$ cat src/rtl/circuit_sweep_ctrl.sv
// circuit_sweep_ctrl
//
// Drives all 16 input vectors of a four-input gate circuit in ascending
// order. Each vector is held for SETTLE cycles and then E is sampled for one
// cycle. The block builds the 16-entry truth table and a running count of
// ones. Results hold until the next accepted start.
//
// Optional feature: define CIRCUIT_SWEEP_CHECK_EN to compare the captured
// table against EXPECTED on completion. When the macro is undefined,
// mismatch and mismatch_mask are tied to 0.
//
// Parameters
//   SETTLE         cycles each vector is held before E is sampled (1..15)
//   EXPECTED       golden truth table, bit i = E for vector i
// Ports
//   clk            rising-edge clock
//   rst            asynchronous active-high reset
//   start          sweep request, sampled only in idle
//   e_in           E output of the driven circuit
//   vec            vector to the circuit {A, B, C, D}
//   busy           high while vectors are being settled and sampled
//   done           one-cycle completion pulse
//   table_out      captured truth table
//   ones           number of ones captured so far (0..16)
//   mismatch       table_out differs from EXPECTED, valid from done onward
//   mismatch_mask  table_out ^ EXPECTED, registered at completion
module circuit_sweep_ctrl #(
  parameter int unsigned SETTLE   = 1,
  parameter logic [15:0] EXPECTED = 16'h0301
) (
  input  logic        clk,
  input  logic        rst,
  input  logic        start,
  input  logic        e_in,
  output logic [3:0]  vec,
  output logic        busy,
  output logic        done,
  output logic [15:0] table_out,
  output logic [4:0]  ones,
  output logic        mismatch,
  output logic [15:0] mismatch_mask
);

  localparam logic [3:0] SettleLast = 4'(SETTLE - 1);

  typedef enum logic [1:0] {StIdle, StSettle, StSample, StDone} state_e;

  state_e      state;
  logic [3:0]  cnt;
  logic [15:0] table_cap;

  // Table as it will look after the current sample is written. This lets the
  // completion compare include the final bit in the same edge.
  always_comb begin
    table_cap      = table_out;
    table_cap[vec] = e_in;
  end

  always_ff @(posedge clk or posedge rst) begin
    if (rst) begin
      state         <= StIdle;
      vec           <= '0;
      cnt           <= '0;
      busy          <= 1'b0;
      done          <= 1'b0;
      table_out     <= '0;
      ones          <= '0;
`ifdef CIRCUIT_SWEEP_CHECK_EN
      mismatch      <= 1'b0;
      mismatch_mask <= '0;
`endif
    end else begin
      unique case (state)
        StIdle: begin
          if (start) begin
            state         <= StSettle;
            vec           <= '0;
            cnt           <= '0;
            busy          <= 1'b1;
            table_out     <= '0;
            ones          <= '0;
`ifdef CIRCUIT_SWEEP_CHECK_EN
            mismatch      <= 1'b0;
            mismatch_mask <= '0;
`endif
          end
        end
        StSettle: begin
          if (cnt == SettleLast) begin
            state <= StSample;
          end else begin
            cnt <= cnt + 4'd1;
          end
        end
        StSample: begin
          table_out <= table_cap;
          ones      <= ones + {4'd0, e_in};
          if (vec == 4'hf) begin
            // vec is left at 15; it never wraps inside a sweep.
            state         <= StDone;
            busy          <= 1'b0;
            done          <= 1'b1;
`ifdef CIRCUIT_SWEEP_CHECK_EN
            mismatch_mask <= table_cap ^ EXPECTED;
            mismatch      <= |(table_cap ^ EXPECTED);
`endif
          end else begin
            state <= StSettle;
            vec   <= vec + 4'd1;
            cnt   <= '0;
          end
        end
        StDone: begin
          done  <= 1'b0;
          state <= StIdle;
        end
        default: state <= StIdle;
      endcase
    end
  end

`ifndef CIRCUIT_SWEEP_CHECK_EN
  assign mismatch      = 1'b0;
  assign mismatch_mask = '0;
`endif

endmodule
$ cat config.mk
export PLATFORM = sky130hd
export DESIGN_NAME = circuit_sweep_ctrl
export DESIGN_NICKNAME = d
export VERILOG_FILES = /design/src/rtl/circuit_sweep_ctrl.sv
export SDC_FILE = /design/constraint.sdc
export NUM_CORES = 1
export LEC_CHECK = 0
export CAP_MARGIN = 20
export CORE_ASPECT_RATIO = 1.25
export CORE_MARGIN = 1.5
export CORE_UTILIZATION = 55
export CTS_BUF_LIST = sky130_fd_sc_hd__clkbuf_4 sky130_fd_sc_hd__clkbuf_8
export CTS_CLUSTER_SIZE = 20
export DETAILED_ROUTE_END_ITERATION = 10
export GPL_ROUTABILITY_DRIVEN = 1
export HOLD_SLACK_MARGIN = 0.08
export PLACE_DENSITY = 0.84
export RECOVER_POWER = 50
export SYNTH_ARGS = -nofsm -noshare
export SYNTH_HDL_FRONTEND = slang
export SYNTH_SLANG_ARGS = --single-unit
$ cat constraint.sdc
create_clock -name clk -period 4.15 [get_ports clk]
set_input_delay 0.83 -clock clk [delete_from_list [all_inputs] [get_ports clk]]
set_output_delay 0.83 -clock clk [all_outputs]
set_load 0.05 [all_outputs]
# Word level (Yosys, flattened, before mapping)
# Cells that the tools add are included.
[totals]
wordCells = 55
reg_bits = 33
in_bits = 4
out_inout_bits = 44
[op_classes]
n_eq_ne = 9
n_addsub = 3
reduce_logical = 12
magnitude_cmp = 2
n_mux = 22
[ops]
columns = ["op", "count"]
rows = [
  ["$pmux 16 s2", 1],
  ["$bwmux 16", 1],
  ["$mux 16", 1],
  ["$mux 4", 4],
  ["$pmux 4 s3", 1],
  ["$ne 2x2->1 const B", 5],
  ["$pmux 5 s2", 1],
  ["$add 4x1->4 const B", 2],
  ["$pmux 2 s4", 1],
  ["$pmux 4 s2", 1],
  ["$mux 2", 3],
  ["$reduce_and 2->1", 3],
  ["$reduce_and 3->1", 2],
  ["$add 5x1->5", 1],
  ["$lt 4x5->1 const B", 1],
  ["$mux 5", 1],
  ["$demux 1 s4", 1],
  ["$eq 2x2->1 const B", 2],
  ["$eq 4x4->1 const B", 1],
  ["$ge 4x1->1 const B", 1],
  ["$logic_not 4->1", 1],
  ["$mux 1", 4],
  ["$pmux 1 s2", 2],
  ["$reduce_and 4->1", 1],
  ["other kinds (5)", 6],
]

# Longest topological paths before layout
# Gate-level depths: netlist of the first run.
[logic_depth]
ltp_word = 6
ltp_mapped = 5
ltp_nobuf = 5

# Least setup slack after synthesis of the first run
# OpenSTA, ideal clock, no wires.
[synth_path]
path_kind = "flip-flop to flip-flop"
start = "register vec[0]"
end = "register table_out[2]"
setup_slack_ns = 2.406
setup_ns = 0.131
required_ns = 4.019
path_buffers = 0
path_stages_with_launch = 6
arrival_time_ns = 1.614
synth_period_minus_slack_ns = 1.744
cell_sequence = "dfrtp_1 inv_1 ha_1 or3b_1 a21oi_1 o32ai_2"
[synth_via]
elab_chain_len = 6
elab_cells_between_ends = 7
classes_between = "order compare: 2; mux: 4; reduce/logical: 1"
[synth_lines]
columns = ["item", "line", "source"]
rows = [
  ["start: declaration", "35", "output logic [3:0] vec,"],
  ["start signal: assignment", "109", "vec <= vec + 4'd1;"],
  ["$lt 4x5->1 (implied by the code) / $ge 4x1->1 (equally long branches)", "56", "table_cap[vec] = e_in;"],
  ["$logic_and 1x1->1 (implied by the code)", "56", ""],
  ["$mux 1 (implied by the code)", "56", ""],
  ["$demux 1 s4 (*)", "56", ""],
  ["$bwmux 16 (*)", "56", ""],
  ["$pmux 16 s2 (*)", "73", "unique case (state)"],
  ["end signal: assignment", "96", "table_out <= table_cap;"],
  ["end: declaration", "38", "output logic [15:0] table_out,"],
]
# Mark *: on every way between the ends. The rest lies on a longest branch, timed or not.
# A chain may end at the register's enable or synchronous reset.

# Worst setup path in the final report of the first run
[layout_path]
start = "input port start"
end = "register vec[1]"
[layout_via]
elab_chain_len = 2
[layout_lines]
columns = ["item", "line", "source"]
rows = [
  ["start: declaration", "33", "input logic start,"],
  ["$ne 2x2->1 (no source line)", "n/a", ""],
  ["$reduce_and 3->1 (no source line)", "n/a", ""],
]
# Every way passes these cells.

==> run summary, run 1 <==
Netlist area before placement - 2003 um2
Flip-flop and latch count after synthesis - 33
Fraction of power spent switching nets - 48.43%
Final setup viols - 0
Final clock skew - 0.005406 ns
Power share of the combinational group - 51.2%
Number of buffers inserted by post-CTS setup repair - 0
Max Buffers Root-to-Sink - 2
Final hold violations - 0
Antenna diode count - 0
Worst setup path end - vec[1]$_DFFE_PP0P_
Core region area - 3483 um2
P_int - 837.8 uW
Critical Path Source - start
Register-to-register path setup slack - 1.47 ns
Vias in the first global route - 1,363
Worst-path cell with the longest stage delay - o21bai_1
Max-capacitance violation count - 2
Violations in the final reports - capacitance limit, slew limit
TritonCTS sink count - 33
Initial antenna violation count - 0
Remaining DRCs - 0
Total number of vias - 1,465
Endpoint of the most critical register-to-register path - vec[1]$_DFFE_PP0P_
Maximum number of pins on one net before global-route repair - 34
Max H-tree Level - 2
Number of hold-repair buffers added at the cts stage - 0
Cells on worst reg2reg path - 3
Number of pins with negative max-slew slack in the final report - 58
Achievable Freq - 334.9 MHz
Final worst path period need - 2.986 ns
Fraction of the cycle the final worst path needs - 71.95%
Path class of the lowest-slack min-delay path - reg -> reg
Routed via count divided by cell count - 5.446
Launch point of the worst reg-to-reg path - state[1]$_DFFE_PP0P_
Count of mapped cells out of synthesis - 205
Relative slew slack - -15.03%
X dimension of the die - 56.98 um
Top-level I/O count - 48
Top cell type by total area after synthesis - dfrtp_1
Pwr dens - 721.4 nW/um2
Number of flops mapped to enable cells by yosys - 0
Syn Area/Cell - 9.772 um2
Sequential share of power - 33.4%
Initial core utilization - 57.51%
First-pass GRT wire length - 6389 um
First drt pass iteration count - 4
Core Rows - 24
Launching element type of the critical path - input pin
First-iteration detailed-routing DRC count - 24
Synth cell count leaders - dfrtp_1 (33), inv_1 (22), buf_4 (20)
Most used flip-flop cell after synthesis - dfrtp_1
Area growth syn-to-layout - 12.43%
Async set or reset register ratio after synthesis - 100.0%
Routed length per placed instance - 13.55 um
Synth warn - 0
Clock-pin transition on the worst setup and hold timing paths - 0.06 ns
Slowest cell delay on critical path - 1.25 ns
Post-CTS sizing - 0
Sort of element at the end of the critical path - register
Cell with the most instances after synthesis - dfrtp_1
Clock network power share - 15.4%
Layout cells sized above 1 - 6.522%
Count of filler cells inserted in the layout - 300
Slew of the pin with the lowest slew margin - 1.725 ns
CTS Root Buffer Type - clkbuf_8
Final Instance Count excl. Fillers - 269
Sw Pwr - 786.8 uW
Highest net fanout along the worst path - 23
Chip height - 70.48 um
VDD IR-drop max - 0.5163 mV
Layout net count - 242
Area of the die - 4016 um2
Setup TNS - 0 ns
Sequence of cells on the critical path - dlygate4sd3_1 > o21bai_1 > nor2_1 > o21ai_0
CTS Buf Count - 5
Source-to-sink clock delay at the later pin of the worst-skew pair - 0.29 ns
Proportion of netlist area held by the largest area contributor - 41.22%
Inst Count DP - 261
Top cells by area, synth - dfrtp_1 (41%), buf_4 (7.5%), ha_1 (5.6%)
Portion of the post-synthesis area used by sequential elements - 41.22%
Outcome - complete, but fails checks
Port Buf Inserts - 30
Post-DP HPWL - 2493 um
Global-route total usage across every layer - 20.53%
Req. time, crit path - 4.35 ns
Unrepaired setup endpoints after global routing - no
Critical path start-end classification - in -> reg
Post-synth cell types - 37
TritonCTS clock tree - done
Overflow left after global routing - 0
Gp weighted congestion - 0.7687
Pleak - 0.001008 uW
Total Power - 1625 uW
Post-detailed-route count of antenna-violating nets - 0
Drt total wl - 3644 um
Worst EP arrival - 3.19 ns
-- worst max-delay path, delay by kind of cell --
family / cells / cell delay (ns)
and+or+nand+nor: 1 / 0.29
AOI/OAI and AO/OA: 2 / 1.50
buffers and inverters: 1 / 0.57
-- how the worst min path moves through the flow --
stage / slack, ns / from / depth (start not counted) / to
final: 0.48 / ones[4]$_DFFE_PP0P_ / 1 / ones[4]$_DFFE_PP0P_
after global routing: 0.52 / ones[4]$_DFFE_PP0P_ / 1 / ones[4]$_DFFE_PP0P_
after CTS: 0.48 / ones[4]$_DFFE_PP0P_ / 1 / ones[4]$_DFFE_PP0P_
after detailed placement: 0.48 / ones[4]$_DFFE_PP0P_ / 1 / ones[4]$_DFFE_PP0P_
after global placement: 0.46 / ones[4]$_DFFE_PP0P_ / 1 / ones[4]$_DFFE_PP0P_
after floorplan: 0.50 / cnt[2]$_DFFE_PP0P_ / 1 / cnt[2]$_DFFE_PP0P_
-- kinds of logic after synthesis --
logic type	count (synthesis)	share of synthesized area, %
compound gates	51	17.86
fa+ha+maj	9	5.622
xor+xnor	1	0.4373
other cells	1	0.1872
simple gates	54	16.55
mux	4	1.999
buf+inv	52	16.11
flops	33	41.22
-- stage by stage --
step	hold slack, ns	worst slack (ns)	utilization (%)	instance area [um2]
6_report	0.4775	1.164	64.66	2252
3_5_place_dp	0.4762	1.551	62.57	2180
2_1_floorplan	0.4967	2.406	-	2063
5_1_grt	0.5154	0.9616	64.66	2252
4_1_cts	0.4849	1.224	65.19	2271
3_3_place_gp	0.4648	1.575	62.57	2180
-- cell type report --
cell class	instances	area [um2]	area share, %
Tap cell	39	48.80	2.167
Inverter	22	82.58	3.667
Clock buffer	8	91.34	4.056
Multi-Input combinational cell	136	899.6	39.94
Sequential cell	33	825.8	36.67
Timing Repair Buffer	31	304.0	13.50
-- placed cells by master (no fill, tap or decap), types with 3 or more instances in the layout --
master	n
nand3b_1	8
o22ai_1	14
nand2_1	11
or3b_1	5
o32ai_2	3
clkbuf_4	3
clkbuf_8	5
nand4_1	3
conb_1	17
nand2b_1	5
mux2i_1	4
o21ai_0	8
inv_1	22
clkdlybuf4s50_1	28
ha_1	9
nor2_1	3
nand3_1	8
dfrtp_1	33
a21oi_1	17
a22o_1	5
-- layer usage --
metal,GRT usage [%],vias to the layer above,wire (um)
met5,0,-,0
met4,8.527,0,63
met3,6.296,5,184
met2,32.18,36,1850
met1,26.11,698,1545
li1,-,726,-
-- sequential cells by signal, summed over array words and instances, names as in the netlist --
| register | count |
|---|---|
| table_out | 16 |
| ones | 5 |
| cnt | 4 |
| vec | 4 |
| state | 2 |
| busy | 1 |
| done | 1 |
-- power by group through the flow --
stage                     clock network [uW]  registers, uW  logic, uW
after floorplan                            0            797        393
after global placement                     0            545        827
after detailed placement                   0            551        836
after CTS                                258            547        842
after global routing                     273            568        891
final                                    250            543        831
No activity file was read; power rests on OpenSTA's default activity.
==> inputs of run 2 (changes only) <==
Settings changed: CORE_UTILIZATION 55 to 46, PLACE_DENSITY 0.84 to 0.75.
Clock period 4.15 ns to 2.6 ns, I/O delays scaled along.
==> run summary, run 2 (synthesis gave the netlist of run 1 again) <==
Outcome - finished, final reports clean
Most common library cell in the layout ignoring fill and taps - dfrtp_1
Layout cells sized above 1 - 8.584%
Cells on worst reg2reg path - 3
Final worst path period need - 2.085 ns
Slowest cell delay on critical path - 0.84 ns
Fraction of the cycle the final worst path needs - 80.19%
Gp weighted congestion - 0.7630
Core region area - 4131 um2
Launch point of the worst reg-to-reg path - state[1]$_DFFE_PP0P_
CTS Buf Count - 5
Sort of element at the end of the critical path - output pin
Total Power - 2657 uW
Critical Path Source - vec[0]$_DFFE_PP0P_
Pleak - 0.001028 uW
Remaining DRCs - 0
Cell depth of the worst setup path - 1
Post-detailed-route count of antenna-violating nets - 0
Highest net fanout along the worst path - 6
Critical path start-end classification - reg -> out
Area growth syn-to-layout - 15.37%
Top-level I/O count - 48
Source-to-sink clock delay at the later pin of the worst-skew pair - 0.29 ns
Post-CTS sizing - 0
Sequence of cells on the critical path - clkdlybuf4s50_1
CTS Root Buffer Type - clkbuf_8
Initial antenna violation count - 0
Achievable Freq - 479.7 MHz
Worst-path cell with the longest stage delay - clkdlybuf4s50_1
Number of buffers and inverters on the critical path - 1
Final hold violations - 0
Final clock skew - 0.005926 ns
Post-DP HPWL - 2672 um
Unrepaired setup endpoints after global routing - no
VDD IR-drop max - 0.6776 mV
Vias in the first global route - 1,495
First-iteration detailed-routing DRC count - 37
Slew of the pin with the lowest slew margin - 0.9161 ns
Cell count of the worst hold path - 1
Clock-pin transition on the worst setup and hold timing paths - 0.07 ns
Largest regs - table_out: 16 flops, ones: 5 flops
Maximum number of pins on one net before global-route repair - 34
Pwr dens - 1150 nW/um2
Drt total wl - 3851 um
Layout net count - 245
First drt pass iteration count - 4
Flip-flop count of the largest register, all copies and words added - 16
First-pass GRT wire length - 6589 um
Max H-tree Level - 2
Count of filler cells inserted in the layout - 391
Port Buf Inserts - 30
Core Rows - 26
TritonCTS sink count - 33
Number of buffers inserted by post-CTS setup repair - 0
Commonest non-fill, non-tap cells in the layout - dfrtp_1 (33), clkdlybuf4s50_1 (28), inv_1 (22), a21oi_1 (17), conb_1 (17)
Global-route total usage across every layer - 18.33%
Max Buffers Root-to-Sink - 2
Largest reg by FF count - table_out
Relative slew slack - 38.88%
Req. time, crit path - 2.08 ns
Hold path startpoint - ones[4]$_DFFE_PP0P_
Overflow left after global routing - 0
Total number of vias - 1,487
Number of hold-repair buffers added at the cts stage - 0
Family with the most delay on the worst path - buffers and inverters
Antenna diode count - 0
Chip height - 76.78 um
Setup TNS - 0 ns
TritonCTS clock tree - done
Worst EP arrival - 1.56 ns
Number of pins with negative max-slew slack in the final report - 0
Final setup viols - 0
Routed length per placed instance - 13.33 um
X dimension of the die - 62.03 um
Area of the die - 4762 um2
Max-capacitance violation count - 0
Path class of the lowest-slack min-delay path - reg -> reg
Routed via count divided by cell count - 5.145
Launching element type of the critical path - register
Initial core utilization - 48.49%
[run 2: final timing paths]
kind,endpoint,slack (ns)
setup / recovery,vec[0],0.52
hold / removal,ones[4]$_DFFE_PP0P_,0.48
setup reg to reg,vec[0]$_DFFE_PP0P_,0.87
hold reg to reg,ones[4]$_DFFE_PP0P_,0.48
max in group asynchronous,table_out[15]$_DFFE_PP0P_,1.18
min in group asynchronous,table_out[3]$_DFFE_PP0P_,0.90
[run 2: routing by layer]
metal | GRT usage, % | routed length, um
met4 | 7.021 | 57
met5 | 0 | 0
met2 | 29.38 | 1944
met3 | 5.059 | 152
met1 | 22.58 | 1696
[run 2: power by group]
| group | internal, uW | switching, uW | leakage [uW] | total [uW] |
|---|---|---|---|---|
| clock | 239 | 195 | 0.0000542 | 434 |
| combinational | 473 | 967 | 0.000536 | 1440 |
| sequential | 660 | 122 | 0.000438 | 782 |
| total | 1370 | 1280 | 0.00103 | 2660 |
[run 2: area by class of cell]
| type | instances | area, um2 | area share [%] |
|---|---|---|---|
| multi-input cells | 136 | 903.4 | 39.09 |
| well taps | 56 | 70.07 | 3.032 |
| inverters | 22 | 82.58 | 3.573 |
| clock inverters | 1 | 5.005 | 0.2166 |
| clock buffers | 7 | 96.34 | 4.169 |
| repair buffers | 34 | 327.8 | 14.19 |
| flip-flops and latches | 33 | 825.8 | 35.73 |
[run 2: through the flow]
stage / util (%) / setup WS [ns] / cell area, um2 / hold slack [ns] / std cells
6_report: 55.94 / 0.5152 / 2311 / 0.4777 / 289
5_1_grt: 55.94 / 0.4472 / 2311 / 0.5020 / 289
4_1_cts: 56.27 / 0.4937 / 2325 / 0.4857 / 289
3_5_place_dp: 53.82 / 0.6130 / 2223 / 0.4766 / 281
3_3_place_gp: 53.82 / 0.6957 / 2223 / 0.4695 / 281
2_1_floorplan: - / 0.8556 / 2063 / 0.4967 / 221
